--- config.mk ---
export PLATFORM = sky130hd
export DESIGN_NAME = mem_lsu
export DESIGN_NICKNAME = d
export VERILOG_FILES = /design/src/rtl/mem_lsu.sv
export SDC_FILE = /design/constraint.sdc
export NUM_CORES = 1
export LEC_CHECK = 0
export ABC_AREA = 1
export CORE_ASPECT_RATIO = 0.6
export CORE_MARGIN = 3
export CORE_UTILIZATION = 48
export DETAILED_ROUTE_END_ITERATION = 8
export MAX_ROUTING_LAYER = met4
export PLACE_DENSITY = 0.81
export SLEW_MARGIN = 40
export SYNTH_ARGS = -nofsm -noshare
export SYNTH_HDL_FRONTEND = slang
export SYNTH_SLANG_ARGS = --single-unit
--- constraint.sdc ---
create_clock -name clock -period 2.87 [get_ports clock]
set_clock_uncertainty 0.15 [all_clocks]
set_input_delay 0.4305 -clock clock [delete_from_list [all_inputs] [get_ports clock]]
set_output_delay 0.4305 -clock clock [all_outputs]
set_load 0.005 [all_outputs]
--- src/rtl/mem_lsu.sv ---
// mem_lsu: load/store unit between a request/response handshake and a byte-addressed
// memory port with combinational read and clock-edge write.
// Aligned accesses take one memory cycle. Misaligned HALF/WORD accesses are split
// into byte accesses, unless LSU_ALIGN_TRAP_EN is defined, in which case they fault.
// Ports:
//   clock, reset                  clock, synchronous active-low reset
//   req_valid/req_ready           request handshake (ready only when idle)
//   req_addr, req_wdata           byte address, right-aligned store data
//   req_params                    read_unsigned, access_size, op
//   resp_valid/resp_ready         response handshake, payload held while stalled
//   resp_rdata, resp_fault        extended load data (0 for stores), fault flag
//   mem_address, mem_data_in,     memory request (op READ and zeros when not accessing)
//   mem_params, mem_data_out      and combinational read data
// Config macro: LSU_ALIGN_TRAP_EN (misaligned requests fault instead of being split).

package mem_lsu_pkg;
    localparam int unsigned XLEN = 32;

    typedef enum logic [1:0] {
        SIZE_BYTE = 2'b00,
        SIZE_HALF = 2'b01,
        SIZE_WORD = 2'b10,
        SIZE_RSVD = 2'b11
    } access_size_t;

    typedef enum logic {
        OP_READ  = 1'b0,
        OP_WRITE = 1'b1
    } mem_op_t;

    typedef struct packed {
        logic         read_unsigned;
        access_size_t access_size;
        mem_op_t      op;
    } mem_params_t;
endpackage

module mem_lsu
    import mem_lsu_pkg::*;
(
    input  logic            clock,
    input  logic            reset,
    input  logic            req_valid,
    output logic            req_ready,
    input  logic [XLEN-1:0] req_addr,
    input  logic [XLEN-1:0] req_wdata,
    input  mem_params_t     req_params,
    output logic            resp_valid,
    input  logic            resp_ready,
    output logic [XLEN-1:0] resp_rdata,
    output logic            resp_fault,
    output logic [XLEN-1:0] mem_address,
    output logic [XLEN-1:0] mem_data_in,
    output mem_params_t     mem_params,
    input  logic [XLEN-1:0] mem_data_out
);
    typedef enum logic [1:0] {
        ST_IDLE   = 2'd0,
        ST_ACCESS = 2'd1,
        ST_RESP   = 2'd2
    } state_t;

    state_t          state_q, state_d;
    logic [XLEN-1:0] addr_q, addr_d;
    logic [XLEN-1:0] wdata_q, wdata_d;
    logic [XLEN-1:0] buf_q, buf_d;
    logic [XLEN-1:0] rdata_q, rdata_d;
    mem_params_t     params_q, params_d;
    logic [1:0]      cnt_q, cnt_d;
    logic            fault_q, fault_d;
    logic            split_q, split_d;

    logic            misaligned_c;
    logic            fault_req_c;
    logic            done_c;
    logic [1:0]      last_cnt_c;
    logic [XLEN-1:0] assembled_c;

    // Zero/sign extension of the assembled load value.
    function automatic logic [XLEN-1:0] extend(input logic [XLEN-1:0] v, input mem_params_t p);
        logic [XLEN-1:0] r;
        r = v;
        if (p.access_size == SIZE_BYTE) begin
            r = p.read_unsigned ? XLEN'(v[7:0]) : {{(XLEN-8){v[7]}}, v[7:0]};
        end else if (p.access_size == SIZE_HALF) begin
            r = p.read_unsigned ? XLEN'(v[15:0]) : {{(XLEN-16){v[15]}}, v[15:0]};
        end
        return r;
    endfunction

    // Alignment check of the incoming request; BYTE is always aligned.
    assign misaligned_c = ((req_params.access_size == SIZE_HALF) && req_addr[0]) ||
                          ((req_params.access_size == SIZE_WORD) && (req_addr[1:0] != 2'b00));

`ifdef LSU_ALIGN_TRAP_EN
    assign fault_req_c = (req_params.access_size == SIZE_RSVD) || misaligned_c;
`else
    assign fault_req_c = (req_params.access_size == SIZE_RSVD);
`endif

    // Index of the final byte in a split access: 1 for HALF, 3 for WORD.
    assign last_cnt_c = (params_q.access_size == SIZE_HALF) ? 2'd1 : 2'd3;

    assign req_ready  = (state_q == ST_IDLE);
    assign resp_valid = (state_q == ST_RESP);
    assign resp_rdata = rdata_q;
    assign resp_fault = fault_q;

    // Next-state, memory-port drive and load assembly.
    always_comb begin
        state_d     = state_q;
        addr_d      = addr_q;
        wdata_d     = wdata_q;
        buf_d       = buf_q;
        rdata_d     = rdata_q;
        params_d    = params_q;
        cnt_d       = cnt_q;
        fault_d     = fault_q;
        split_d     = split_q;
        done_c      = 1'b0;
        assembled_c = '0;
        mem_address = '0;
        mem_data_in = '0;
        mem_params  = '{read_unsigned: 1'b0, access_size: SIZE_BYTE, op: OP_READ};

        unique case (state_q)
            ST_IDLE: begin
                if (req_valid) begin
                    addr_d   = req_addr;
                    wdata_d  = req_wdata;
                    params_d = req_params;
                    cnt_d    = 2'd0;
                    buf_d    = '0;
                    rdata_d  = '0;
                    fault_d  = fault_req_c;
                    split_d  = misaligned_c;
                    state_d  = fault_req_c ? ST_RESP : ST_ACCESS;
                end
            end
            ST_ACCESS: begin
                if (split_q) begin
                    mem_address = addr_q + XLEN'(cnt_q);
                    mem_data_in = XLEN'(wdata_q[{cnt_q, 3'b000} +: 8]);
                    mem_params  = '{read_unsigned: 1'b1, access_size: SIZE_BYTE, op: params_q.op};
                    assembled_c = buf_q;
                    assembled_c[{cnt_q, 3'b000} +: 8] = mem_data_out[7:0];
                    buf_d       = assembled_c;
                    cnt_d       = cnt_q + 2'd1;
                    done_c      = (cnt_q == last_cnt_c);
                end else begin
                    mem_address = addr_q;
                    mem_data_in = wdata_q;
                    mem_params  = '{read_unsigned: 1'b1, access_size: params_q.access_size,
                                    op: params_q.op};
                    assembled_c = mem_data_out;
                    buf_d       = assembled_c;
                    done_c      = 1'b1;
                end
                if (done_c) begin
                    state_d = ST_RESP;
                    rdata_d = (params_q.op == OP_WRITE) ? '0 : extend(assembled_c, params_q);
                end
            end
            ST_RESP: begin
                if (resp_ready) begin
                    state_d = ST_IDLE;
                end
            end
            default: state_d = ST_IDLE;
        endcase

        // No memory activity on the edge that applies reset, so an aborted store stops at once.
        if (!reset) begin
            mem_address = '0;
            mem_data_in = '0;
            mem_params  = '{read_unsigned: 1'b0, access_size: SIZE_BYTE, op: OP_READ};
        end
    end

    // State register with synchronous active-low reset.
    always_ff @(posedge clock) begin
        if (!reset) begin
            state_q  <= ST_IDLE;
            addr_q   <= '0;
            wdata_q  <= '0;
            buf_q    <= '0;
            rdata_q  <= '0;
            params_q <= '{read_unsigned: 1'b0, access_size: SIZE_BYTE, op: OP_READ};
            cnt_q    <= 2'd0;
            fault_q  <= 1'b0;
            split_q  <= 1'b0;
        end else begin
            state_q  <= state_d;
            addr_q   <= addr_d;
            wdata_q  <= wdata_d;
            buf_q    <= buf_d;
            rdata_q  <= rdata_d;
            params_q <= params_d;
            cnt_q    <= cnt_d;
            fault_q  <= fault_d;
            split_q  <= split_d;
        end
    end
endmodule

==> results.py <==
metrics = {
    "floorplan": {
        "chipWidth_um": 163,
        "design.die.area_um2": 16300,
        "starting_density_of_the_core": 0.506,
        "fp-row-count": 33,
        "core_region_area_um2": 14000,
        "chipHeight_um": 100,
        "io-pin-count": 207,
    },
    "yosys": {
        "synth_nets": 1170,
        "synth_top_area_frac": 0.389,
        "syn_inst": 1058,
        "register_area_share_after_synthesis": 0.389,
        "synth_seq_cells": 138,
        "synth_async_sr_flop_share": 0,
        "netlist_top_cells_area": "sky130_fd_sc_hd__dfxtp_1, sky130_fd_sc_hd__o21ai_0, sky130_fd_sc_hd__nand2_1, sky130_fd_sc_hd__a21oi_1, sky130_fd_sc_hd__nor2_1",
        "synth-warning-count": 0,
        "synth-edff-count": 0,
        "syn_area_um2": 7100,
        "synth_flop_cell": "sky130_fd_sc_hd__dfxtp_1",
        "syn_area_per_cell_um2": 6.71,
        "netlist-cell-type-count": 39,
        "netlist.top_cell.by_area": "sky130_fd_sc_hd__dfxtp_1",
    },
    "setup_path": {
        "critPathKind": "register to output port",
        "cp_bufs_invs": 7,
        "worst_ep_required_time_ns": 2.29,
        "slowest_delay_ns": 0.36,
        "cp_max_fo": 2,
        "cp_slowest_cell": "sky130_fd_sc_hd__dfxtp_2",
        "timing.critical_path.arrival_ns": 2.53,
        "critical-path-top-delay-family": "buffers and inverters",
        "timing.critical_path.from_type": "register",
        "path_cells": "ha_4, inv_2, fa_2, inv_2, buf_4, nand3_1, inv_2, nand3_2, nor3_2, buf_4, buf_4, nand3_1, a21oi_1, buf_2",
        "nature_of_the_critical_path_endpoint": "output port",
    },
    "sta": {
        "max_freq_mhz": 322,
        "timing.max_slew.rel_slack": 0.565,
        "hold_viol": 0,
        "final-setup-viol-count": 22,
        "post-route-worst-setup-slack_ns": -0.238,
        "tightestPinTransition_ns": 0.653,
        "layout_worst_path_cycle_share": 1.08,
        "final_critical_path_time_including_i_o_delays_and_setup_ns": 3.11,
        "finalMaxSlewViolations": 0,
        "rsz0062_at_grt": "yes",
    },
    "layout": {
        "final_net_count": 1400,
        "area.sequential_um2": 2770,
        "proportion_of_layout_cells_with_a_drive_suffix_above_1": 0.150,
        "filler_cell_count": 1141,
        "synthToLayoutAreaGrowth_pct": 46.9,
        "layoutNonFillerInstCount": 1494,
        "multi_input_comb_area_um2": 3920,
        "fin_area_um2": 10400,
    },
    "cts": {
        "clock_path_buffers": 2,
        "post_cts_hold_buffer_count": 0,
        "tritoncts": "done",
        "clock-root-buffer": "sky130_fd_sc_hd__clkbuf_16",
        "clk_pin_slew_ns": 0.06,
        "cts.htree.levels": 4,
        "clock_sinks": 138,
        "clkLatencyLatePin_ns": 0.42,
        "tritoncts.num_buffers": 17,
    },
    "drt": {
        "detail_route_antenna_nets": 0,
        "wl_per_cell_um": 17.1,
        "drc_errors": 0,
        "drt_pass1_iterations": 6,
        "via_count": 8252,
        "vias_per_inst": 5.52,
        "totalWireLength_um": 25600,
        "drt-initial-drc-count": 920,
    },
    "global_route": {
        "grt_antenna_before_repair": 1,
        "track_usage": 0.308,
        "gr-total-overflow": 0,
        "grt_pass1_vias": 7413,
        "pin_count_of_the_biggest_net_entering_global_routing": 113,
        "wire_length_of_the_first_global_routing_pass_um": 39200,
    },
    "pwr": {
        "max_ir_drop_vdd_uv": 453,
        "power_switching_mw": 1.54,
        "pwr_density_cell_nw_per_um2": 507,
        "seqPwrFrac": 0.405,
        "power_report.internal_total_mw": 3.75,
        "power.share.combinational": 0.173,
        "static-leakage-power_nw": 4.21,
        "total_power_mw": 5.29,
        "clock_power_frac": 0.422,
        "p_sw_frac": 0.291,
    },
    "run_status": {
        "failed_checks": "setup timing",
        "status": "complete, but fails checks",
    },
    "place": {
        "place_area_um2": 9470,
        "placement.io_buffers": 206,
        "gp_congestion": 0.943,
        "dpl.cell_count": 1440,
        "hpwl_um": 17700,
        "dp_worst_setup_slack_ns": -0.252,
    },
    "flow_run": {
        "timing.max_cap.violations": 0,
    },
    "min_path": {
        "hold_path_class": "register to register",
    },
}
==> cells by family (layout without fill, tap and decap cells) <==
| logic type | after synthesis | count (layout) | synth area share |
|---|---|---|---|
| AND/OR/NAND/NOR | 412 | 412 | 0.242 |
| AO/OA/AOI/OAI | 319 | 319 | 0.240 |
| buffers and inverters | 165 | 408 | 0.0937 |
| flip-flops | 138 | 138 | 0.389 |
| XOR/XNOR | 16 | 16 | 0.0197 |
| adder cells (fa/ha/maj) | 8 | 8 | 0.0152 |
| other | 0 | 1 | 0 |
==> Yosys cell counts (3+ instances only) <==
| library cell | n |
|---|---|
| sky130_fd_sc_hd__nand4_1 | 6 |
| sky130_fd_sc_hd__a221oi_1 | 8 |
| sky130_fd_sc_hd__clkbuf_1 | 38 |
| sky130_fd_sc_hd__xnor2_1 | 8 |
| sky130_fd_sc_hd__a21oi_1 | 127 |
| sky130_fd_sc_hd__o21ai_0 | 154 |
| sky130_fd_sc_hd__nor2_1 | 145 |
| sky130_fd_sc_hd__nor2_2 | 5 |
| sky130_fd_sc_hd__nand2_1 | 181 |
| sky130_fd_sc_hd__dfxtp_1 | 138 |
| sky130_fd_sc_hd__ha_1 | 7 |
| sky130_fd_sc_hd__nor3_1 | 11 |
| sky130_fd_sc_hd__inv_2 | 6 |
| sky130_fd_sc_hd__o31ai_1 | 8 |
| sky130_fd_sc_hd__nand3_1 | 50 |
| sky130_fd_sc_hd__inv_1 | 99 |
| sky130_fd_sc_hd__a22oi_1 | 15 |
| sky130_fd_sc_hd__xor2_1 | 8 |
| sky130_fd_sc_hd__buf_2 | 16 |
| sky130_fd_sc_hd__buf_6 | 3 |
==> per-layer routing <==
layer  share of wire  GRT usage  wire (µm)
met5               0          -          0
met3            0.11     0.0845       2910
met2            0.42      0.440      10700
met1            0.45      0.438      11500
met4           0.017     0.0611        438
==> state kept, by name, indices dropped and copies added, names as in the netlist <==
register / flops
split_q: 1
state_q: 2
resp_fault: 1
buf_q: 32
cnt_q: 2
addr_q: 32
params_q: 4
resp_rdata: 32
wdata_q: 32
==> worst paths after layout <==
path / depth (start not counted) / to / start / slack (ns)
setup / recovery: 14 / mem_address[24] / cnt_q[0]$_SDFFE_PN0P_ / -0.24
hold / removal: 2 / wdata_q[2]$_SDFFE_PN0P_ / wdata_q[2]$_SDFFE_PN0P_ / 0.31
setup reg to reg: 15 / resp_rdata[27]$_SDFFE_PN0P_ / cnt_q[0]$_SDFFE_PN0P_ / 0.09
hold reg to reg: 2 / wdata_q[2]$_SDFFE_PN0P_ / wdata_q[2]$_SDFFE_PN0P_ / 0.31
==> stage by stage <==
step / setup TNS (ns) / hold WS, ns / util
finish: -1.32 / 0.315 / 0.743
global route: -4.49 / 0.332 / 0.743
CTS: -2.81 / 0.314 / 0.733
detailed placement: -1.26 / 0.305 / 0.675
global placement: -0.656 / 0.294 / 0.675
floorplan: 0 / 0.279 / -
==> worst reg2reg max path: cells and delay by family (launching register included) <==
kind | cells | cell delay (ns)
flops | 1 | 0.36
fa+ha+maj | 1 | 0.34
compound gates | 1 | 0.16
buf+inv | 6 | 1.07
simple gates | 7 | 0.66
==> power by group through the flow <==
stage | clock [mW] | sequential (mW) | combinational, mW
final | 2.23 | 2.14 | 0.916
after global routing | 2.34 | 2.16 | 1.00
after CTS | 2.25 | 2.14 | 0.885
after detailed placement | 0 | 2.17 | 0.866
after global placement | 0 | 2.17 | 0.855
after floorplan | 0 | 2.15 | 0.488
==> what timing repair did <==
item                       4_1_cts  5_1_grt
setup buffers                   18        8
cloned                           0        0
setup endpoints to repair       59       75
gates resized for setup        135       55
pin swaps                       23       25
==> layout make-up <==
| type | instances | area share |
|---|---|---|
| inverter | 105 | 0.0378 |
| clock buffer | 18 | 0.0421 |
| clock inverter | 14 | 0.0155 |
| timing repair buffer | 271 | 0.240 |
| multi-input combinational | 755 | 0.376 |
| sequential | 138 | 0.265 |
| tap | 192 | 0.0230 |
| antenna | 1 | 0.000240 |
==> placed cells by master (no fill, tap or decap), types with 11 or more instances in the layout <==
cell type / netlist / layout
sky130_fd_sc_hd__buf_6: 3 / 15
sky130_fd_sc_hd__clkdlybuf4s50_1: 0 / 175
sky130_fd_sc_hd__inv_2: 6 / 11
sky130_fd_sc_hd__nor2_2: 5 / 11
sky130_fd_sc_hd__clkbuf_16: 0 / 17
sky130_fd_sc_hd__a22oi_1: 15 / 15
sky130_fd_sc_hd__buf_2: 16 / 20
sky130_fd_sc_hd__nand2_1: 181 / 172
sky130_fd_sc_hd__nand3_1: 50 / 47
sky130_fd_sc_hd__dfxtp_1: 138 / 134
sky130_fd_sc_hd__o21ai_0: 154 / 150
sky130_fd_sc_hd__inv_1: 99 / 94
sky130_fd_sc_hd__a21oi_1: 127 / 124
sky130_fd_sc_hd__buf_4: 1 / 47
sky130_fd_sc_hd__nor2_1: 145 / 133
Note: power is estimated with default switching activity, not from simulation.
